## config.mk

```make
export PLATFORM = sky130hd
export DESIGN_NAME = sdmf_reduce_pack
export DESIGN_NICKNAME = d
export VERILOG_FILES = /design/src/rtl/sdmf_reduce_pack.sv
export SDC_FILE = /design/constraint.sdc
export NUM_CORES = 1
export LEC_CHECK = 0
export CORE_MARGIN = 8
export CORE_UTILIZATION = 25
export DETAILED_ROUTE_END_ITERATION = 16
export GPL_ROUTABILITY_DRIVEN = 0
export GPL_TIMING_DRIVEN = 0
export HOLD_SLACK_MARGIN = 0.05
export PLACE_DENSITY_LB_ADDON = 0.1
export SLEW_MARGIN = 20
export SYNTH_ARGS = -nofsm -noshare
export SYNTH_HDL_FRONTEND = slang
export SYNTH_SLANG_ARGS = --single-unit
```

## constraint.sdc

```tcl
create_clock -name clk -period 10.2 [get_ports clk]
set_input_delay 2.04 -clock clk [delete_from_list [all_inputs] [get_ports clk]]
set_output_delay 2.04 -clock clk [all_outputs]
set_load 0.01 [all_outputs]
```

## src/rtl/sdmf_reduce_pack.sv

```systemverilog
// Frame reducer/packer: drops the low TAM_WIDTH time-index bits and merges PACK input beats per output word.
// Optional sub-space range filter enabled by defining SDMF_REDUCE_SUBSPACE_FILTER_EN.
module sdmf_reduce_pack #(
  parameter int I_DATA_WIDTH = 16,
  parameter int PACK         = 3,
  parameter int FDSTI_WIDTH  = 32,
  parameter int FDSSI_WIDTH  = 2,
  parameter int TAM_WIDTH    = 4
) (
  input  logic                                clk,
  input  logic                                reset,
  input  logic [FDSSI_WIDTH-1:0]              fdssi_l,
  input  logic [FDSSI_WIDTH-1:0]              fdssi_h,
  input  logic                                i_frame_valid,
  input  logic                                i_fi_valid,
  input  logic [FDSTI_WIDTH-1:0]              i_fdsti,
  input  logic [FDSSI_WIDTH-1:0]              i_fdssi,
  input  logic                                i_tvalid,
  output logic                                i_tready,
  input  logic                                i_tlast,
  input  logic [I_DATA_WIDTH-1:0]             i_tdata,
  output logic                                o_frame_valid,
  output logic                                o_fi_valid,
  output logic [FDSTI_WIDTH-TAM_WIDTH-1:0]    o_fdsti,
  output logic [FDSSI_WIDTH-1:0]              o_fdssi,
  output logic                                o_tvalid,
  input  logic                                o_tready,
  output logic                                o_tlast,
  output logic [PACK*I_DATA_WIDTH-1:0]        o_tdata,
  output logic [PACK-1:0]                     o_tkeep,
  output logic [15:0]                         drop_cnt
);

  localparam int O_DATA_WIDTH = PACK * I_DATA_WIDTH;
  localparam int LW           = (PACK > 1) ? $clog2(PACK) : 1;
  localparam int OT_WIDTH     = FDSTI_WIDTH - TAM_WIDTH;

  typedef enum logic [2:0] {IDLE, HDR, DATA, FLUSH, DROP} state_t;

  state_t                  state_q, state_d;
  logic [LW-1:0]           lane_q, lane_d;
  logic [O_DATA_WIDTH-1:0] acc_q, acc_d;
  logic [O_DATA_WIDTH-1:0] tdata_q, tdata_d;
  logic [PACK-1:0]         tkeep_q, tkeep_d;
  logic                    tvalid_q, tvalid_d;
  logic                    tlast_q, tlast_d;
  logic [OT_WIDTH-1:0]     fdsti_q, fdsti_d;
  logic [FDSSI_WIDTH-1:0]  fdssi_q, fdssi_d;
  logic [15:0]             drop_q, drop_d;

  logic                    in_range;
  logic                    in_rdy;
  logic                    fi_valid;
  logic                    frame_valid;
  logic [O_DATA_WIDTH-1:0] merged;
  logic [PACK-1:0]         keep_mask;
  logic                    unused_bits;

`ifdef SDMF_REDUCE_SUBSPACE_FILTER_EN
  assign in_range    = (i_fdssi >= fdssi_l) && (i_fdssi <= fdssi_h);
  assign unused_bits = ^i_fdsti[TAM_WIDTH-1:0];
`else
  assign in_range    = 1'b1;
  assign unused_bits = ^{i_fdsti[TAM_WIDTH-1:0], fdssi_l, fdssi_h};
`endif

  // Word being assembled with the current beat dropped into its lane; higher lanes stay zero.
  always_comb begin
    merged    = acc_q;
    keep_mask = '0;
    for (int l = 0; l < PACK; l++) begin
      if (LW'(l) == lane_q) merged[l*I_DATA_WIDTH +: I_DATA_WIDTH] = i_tdata;
      if (LW'(l) <= lane_q) keep_mask[l] = 1'b1;
    end
  end

  always_comb begin
    // NOTE: every signal gets a default before the case so no path leaves it unassigned (no latches).
    state_d     = state_q;
    lane_d      = lane_q;
    acc_d       = acc_q;
    tdata_d     = tdata_q;
    tkeep_d     = tkeep_q;
    tlast_d     = tlast_q;
    tvalid_d    = tvalid_q && !o_tready;
    fdsti_d     = fdsti_q;
    fdssi_d     = fdssi_q;
    drop_d      = drop_q;
    in_rdy      = 1'b0;
    fi_valid    = 1'b0;
    frame_valid = 1'b0;

    case (state_q)
      IDLE: begin
        if (i_frame_valid && i_fi_valid) begin
          fdsti_d = i_fdsti[FDSTI_WIDTH-1:TAM_WIDTH];
          fdssi_d = i_fdssi;
          if (in_range) begin
            state_d = HDR;
          end else begin
            state_d = DROP;
            if (drop_q != 16'hFFFF) drop_d = drop_q + 16'd1;
          end
        end
      end
      HDR: begin
        fi_valid    = 1'b1;
        frame_valid = 1'b1;
        state_d     = DATA;
      end
      DATA: begin
        frame_valid = 1'b1;
        in_rdy      = !tvalid_q || o_tready;
        if (i_tvalid && in_rdy) begin
          if ((lane_q == LW'(PACK-1)) || i_tlast) begin
            tdata_d  = merged;
            tkeep_d  = keep_mask;
            tlast_d  = i_tlast;
            tvalid_d = 1'b1;
            lane_d   = '0;
            acc_d    = '0;
          end else begin
            acc_d  = merged;
            lane_d = lane_q + LW'(1);
          end
          if (i_tlast) state_d = FLUSH;
        end
      end
      FLUSH: begin
        frame_valid = 1'b1;
        if (tvalid_q && o_tready && tlast_q) state_d = IDLE;
      end
      DROP: begin
        in_rdy = 1'b1;
        if (i_tvalid && i_tlast) state_d = IDLE;
      end
      default: state_d = IDLE;
    endcase
  end

  always_ff @(posedge clk or posedge reset) begin
    if (reset) begin
      state_q <= IDLE;
    end else begin
      // NOTE: sequential state always uses <= so every register samples pre-edge values.
      state_q <= state_d;
    end
  end

  // NOTE: datapath registers are reset too, so a mid-frame reset leaves no stale word or lane behind.
  always_ff @(posedge clk or posedge reset) begin
    if (reset) begin
      lane_q   <= '0;
      acc_q    <= '0;
      tdata_q  <= '0;
      tkeep_q  <= '0;
      tvalid_q <= 1'b0;
      tlast_q  <= 1'b0;
      fdsti_q  <= '0;
      fdssi_q  <= '0;
      drop_q   <= '0;
    end else begin
      lane_q   <= lane_d;
      acc_q    <= acc_d;
      tdata_q  <= tdata_d;
      tkeep_q  <= tkeep_d;
      tvalid_q <= tvalid_d;
      tlast_q  <= tlast_d;
      fdsti_q  <= fdsti_d;
      fdssi_q  <= fdssi_d;
      drop_q   <= drop_d;
    end
  end

  assign i_tready      = in_rdy;
  assign o_fi_valid    = fi_valid;
  assign o_frame_valid = frame_valid;
  assign o_fdsti       = fdsti_q;
  assign o_fdssi       = fdssi_q;
  assign o_tvalid      = tvalid_q;
  assign o_tlast       = tlast_q;
  assign o_tdata       = tdata_q;
  assign o_tkeep       = tkeep_q;
  assign drop_cnt      = drop_q;

endmodule

```

==> impl_results.md <==
- Design area: 0.00814 mm²
- Post-CTS Setup Bufs: 0
- Synth Area in Compound Gates: 0.105
- Power Density: 290 mW/mm²
- FF-to-FF Start: state_q[0]
- Worst reg2reg path depth: 7
- Post-synthesis cell count: 453
- Max cap viols: 0
- Detailed Routing Iterations Pass 1: 4
- Die area: 0.0280 mm²
- Xor-xnor portion of the synthesized cell area: 0
- Sequential share of the synthesized area: 0.590
- Rows: 55
- Number of buffers added on ports: 138
- Area delta synth->final: 42.1%
- RSZ-0062 raised after global routing: false
- Root buffer cell: clkbuf_16
- Worst hold path startpoint: o_tkeep[0]
- CTS tree: built
- Layout Cells excl Fill: 924
- Routed len/inst: 17.9 µm
- Hold Path Depth: 1
- CTS Hold Bufs: 0
- Setup Crit Path Kind: input pin to primary output
- Final HPWL DP: 12000 µm
- Die X: 167 µm
- Tot Pwr: 2.36 mW
- Mux contribution to synthesized area: 0.147
- PnR worst setup slack: 4.81 ns
- Post-synth top area share: 0.590
- Die Y: 167 µm
- Final wirelength: 16600 µm
- Gr usage total: 0.122
- Clk_skew: 0.00870 ns
- Worst EP required: 8.16 ns
- Synth async-reset ratio: 1.00
- Endpoints failing setup: 0
- Worst vdd ir: 0.108 mV
- Clock Path Buffers: 2
- CTS buffer count: 17
- Slowest CP cell: clkdlybuf4s50_1
- First-pass GRT wire length: 26400 µm
- Crit-path most repeated cell: clkdlybuf4s50_1
- Total congestion overflow: 0
- Dpl ws: 4.80 ns
- Clk_lat worst skew: 0.42 ns
- Simple-gate share of the synthesized area: 0.0767
- Arr. time, crit path: 3.35 ns
- Post-cts sizing count: 0
- Core ar.: 0.0226 mm²
- Worst-path clk slew: 0.06 ns
- Fin nets: 696
- Yosys warns: 0
- Pleak: 3.64 nW
- Placed cell areas: 0.00756 mm²
- CP bufs+invs: 2
- Crit. End Element: primary output
- Antenna Violating Nets Remaining: 0
- FF-to-FF End: acc_q[21]
- Status: finished clean
- Layout cells sized above 1: 0.185
- Count of final hold-check violations: 0
- Crit path max-delay family: buffers and inverters
- Crit path depth: 4
- H-tree depth: 4
- Slowest cell delay on critical path: 0.54 ns
- R2R setup slack: 8.29 ns
- Crit share post-route: 0.528
- Antenna cell count: 0
- Via count: 4016
- Via density: 4.35
- # DRC: 0
- Worst Hold End: o_tkeep[0]
- Post-Syn Area: 0.00573 mm²
- Initial antenna violation count: 0
- Max Slew Vio Count: 0
- Ranking of synthesized cells by area: dfrtp_1 59%, mux2i_1 8.6%, mux2_2 6.1%, a22o_1 5.0%, nand2_1 3.6%
- Placed cell count: 892
- HP Class: flip-flop to flip-flop
- Total clock sinks: 135
- Number of global-route vias before repair: 4316
- Post-synthesis register bit count: 135
- Netlist cell types: 26
- Syn avg cell area: 12.6 µm²
- Setup tns final: 0 ns
- Yosys top cell by area: dfrtp_1
- Worst-path maximum fanout: 5
- Post-layout min period: 5.39 ns
- Post-synth EDFFs: 0
- CP Launch Type: input pin
- Largest net degree at the start of global routing: 80
- DR iter-0 viols: 234
- Largest family of logic cells by synthesized area: multiplexers
- Initial Util: 0.254
- Most used DFF post-synth: dfrtp_1
- Fmax: 186 MHz
- IO Count: 163
- Post-Synth Adder-Cell Area: 0.0197
- Crit-path cells: clkdlybuf4s50_1 > nand2b_4 > and2_1 > clkdlybuf4s50_1
-- worst reg2reg max path, stage by stage, from the launching register on --
cell     delay (ns)
dfrtp_1        0.41
inv_1          0.11
ha_1           0.30
and3_4         0.26
buf_4          0.19
o21ai_4        0.12
buf_4          0.21
a22o_1         0.20
-- cell type report --
cell class	instances	area (µm²)
sequential	135	3380
fill	2237	14400
timing repair buffer	139	1410
multi-input combinational	282	2050
clock inverter	12	118
clock buffer	20	467
inverter	7	33.8
buffer	44	330
tap	285	357
-- worst max path at each step --
stage	endpoint	slack [ns]	startpoint
after global placement	o_tdata[41]	2.37	reset
after global routing	i_tready	4.74	o_tready
after detailed placement	i_tready	4.80	o_tready
final	i_tready	4.81	o_tready
after floorplan	acc_q[0]	4.55	reset
after CTS	i_tready	4.79	o_tready
-- layout by cell type (no fill, tap or decap), types with 4 or more instances in the layout --
cell               n
a22o_1            33
clkinvlp_4         4
mux2_2            31
and2_1            17
nand3_1            4
o21ai_1           39
o21ai_0           11
clkbuf_16         17
buf_2             11
nand2_1           55
buf_4             19
conb_1            16
clkdlybuf4s50_1  138
buf_6             10
inv_1              6
nor2_1             6
clkbuf_2           4
mux2i_1           49
dfrtp_1          135
ha_1               9
-- metrics by stage --
| stage | util | hold WS (ns) |
|---|---|---|
| floorplan | - | 0.453 |
| global placement | 0.333 | 0.454 |
| detailed placement | 0.335 | 0.465 |
| CTS | 0.361 | 0.481 |
| global route | 0.361 | 0.498 |
| finish | 0.361 | 0.476 |
-- sequential cells by signal, summed over array words and instances (netlist names) --
name,flops
o_tlast,1
o_tdata,48
lane_q,2
o_fdsti,28
o_tvalid,1
o_tkeep,3
acc_q,48
o_fdssi,2
state_q,2
-- Yosys cell counts (all sizes together) (3+ instances only) --
master  count
a22o       33
and2       17
and3        3
buf        40
clkbuf      4
dfrtp     135
ha          9
inv         7
mux2       31
mux2i      49
nand2      55
nand3       4
nor2        6
o21ai      52
-- logic make-up (layout without fill, tap and decap cells) --
| family | Yosys count | count (layout) |
|---|---|---|
| other cells | 1 | 16 |
| flops | 135 | 135 |
| mux | 80 | 80 |
| simple gates | 89 | 89 |
| buf+inv | 51 | 222 |
| compound gates | 88 | 88 |
| fa+ha+maj | 9 | 9 |
-- where the power goes --
part	internal, mW	switching, mW
registers	0.732	0.110
clock network	0.358	0.249
logic	0.498	0.412
-- layer usage --
layer,global-route usage,share of wire,up-vias
met2,0.190,0.45,115
met5,0,0,-
li1,-,-,1882
met3,0.0379,0.061,15
met4,0.0361,0.012,0
met1,0.159,0.47,2004
Note: power is estimated with default switching activity, not from simulation.
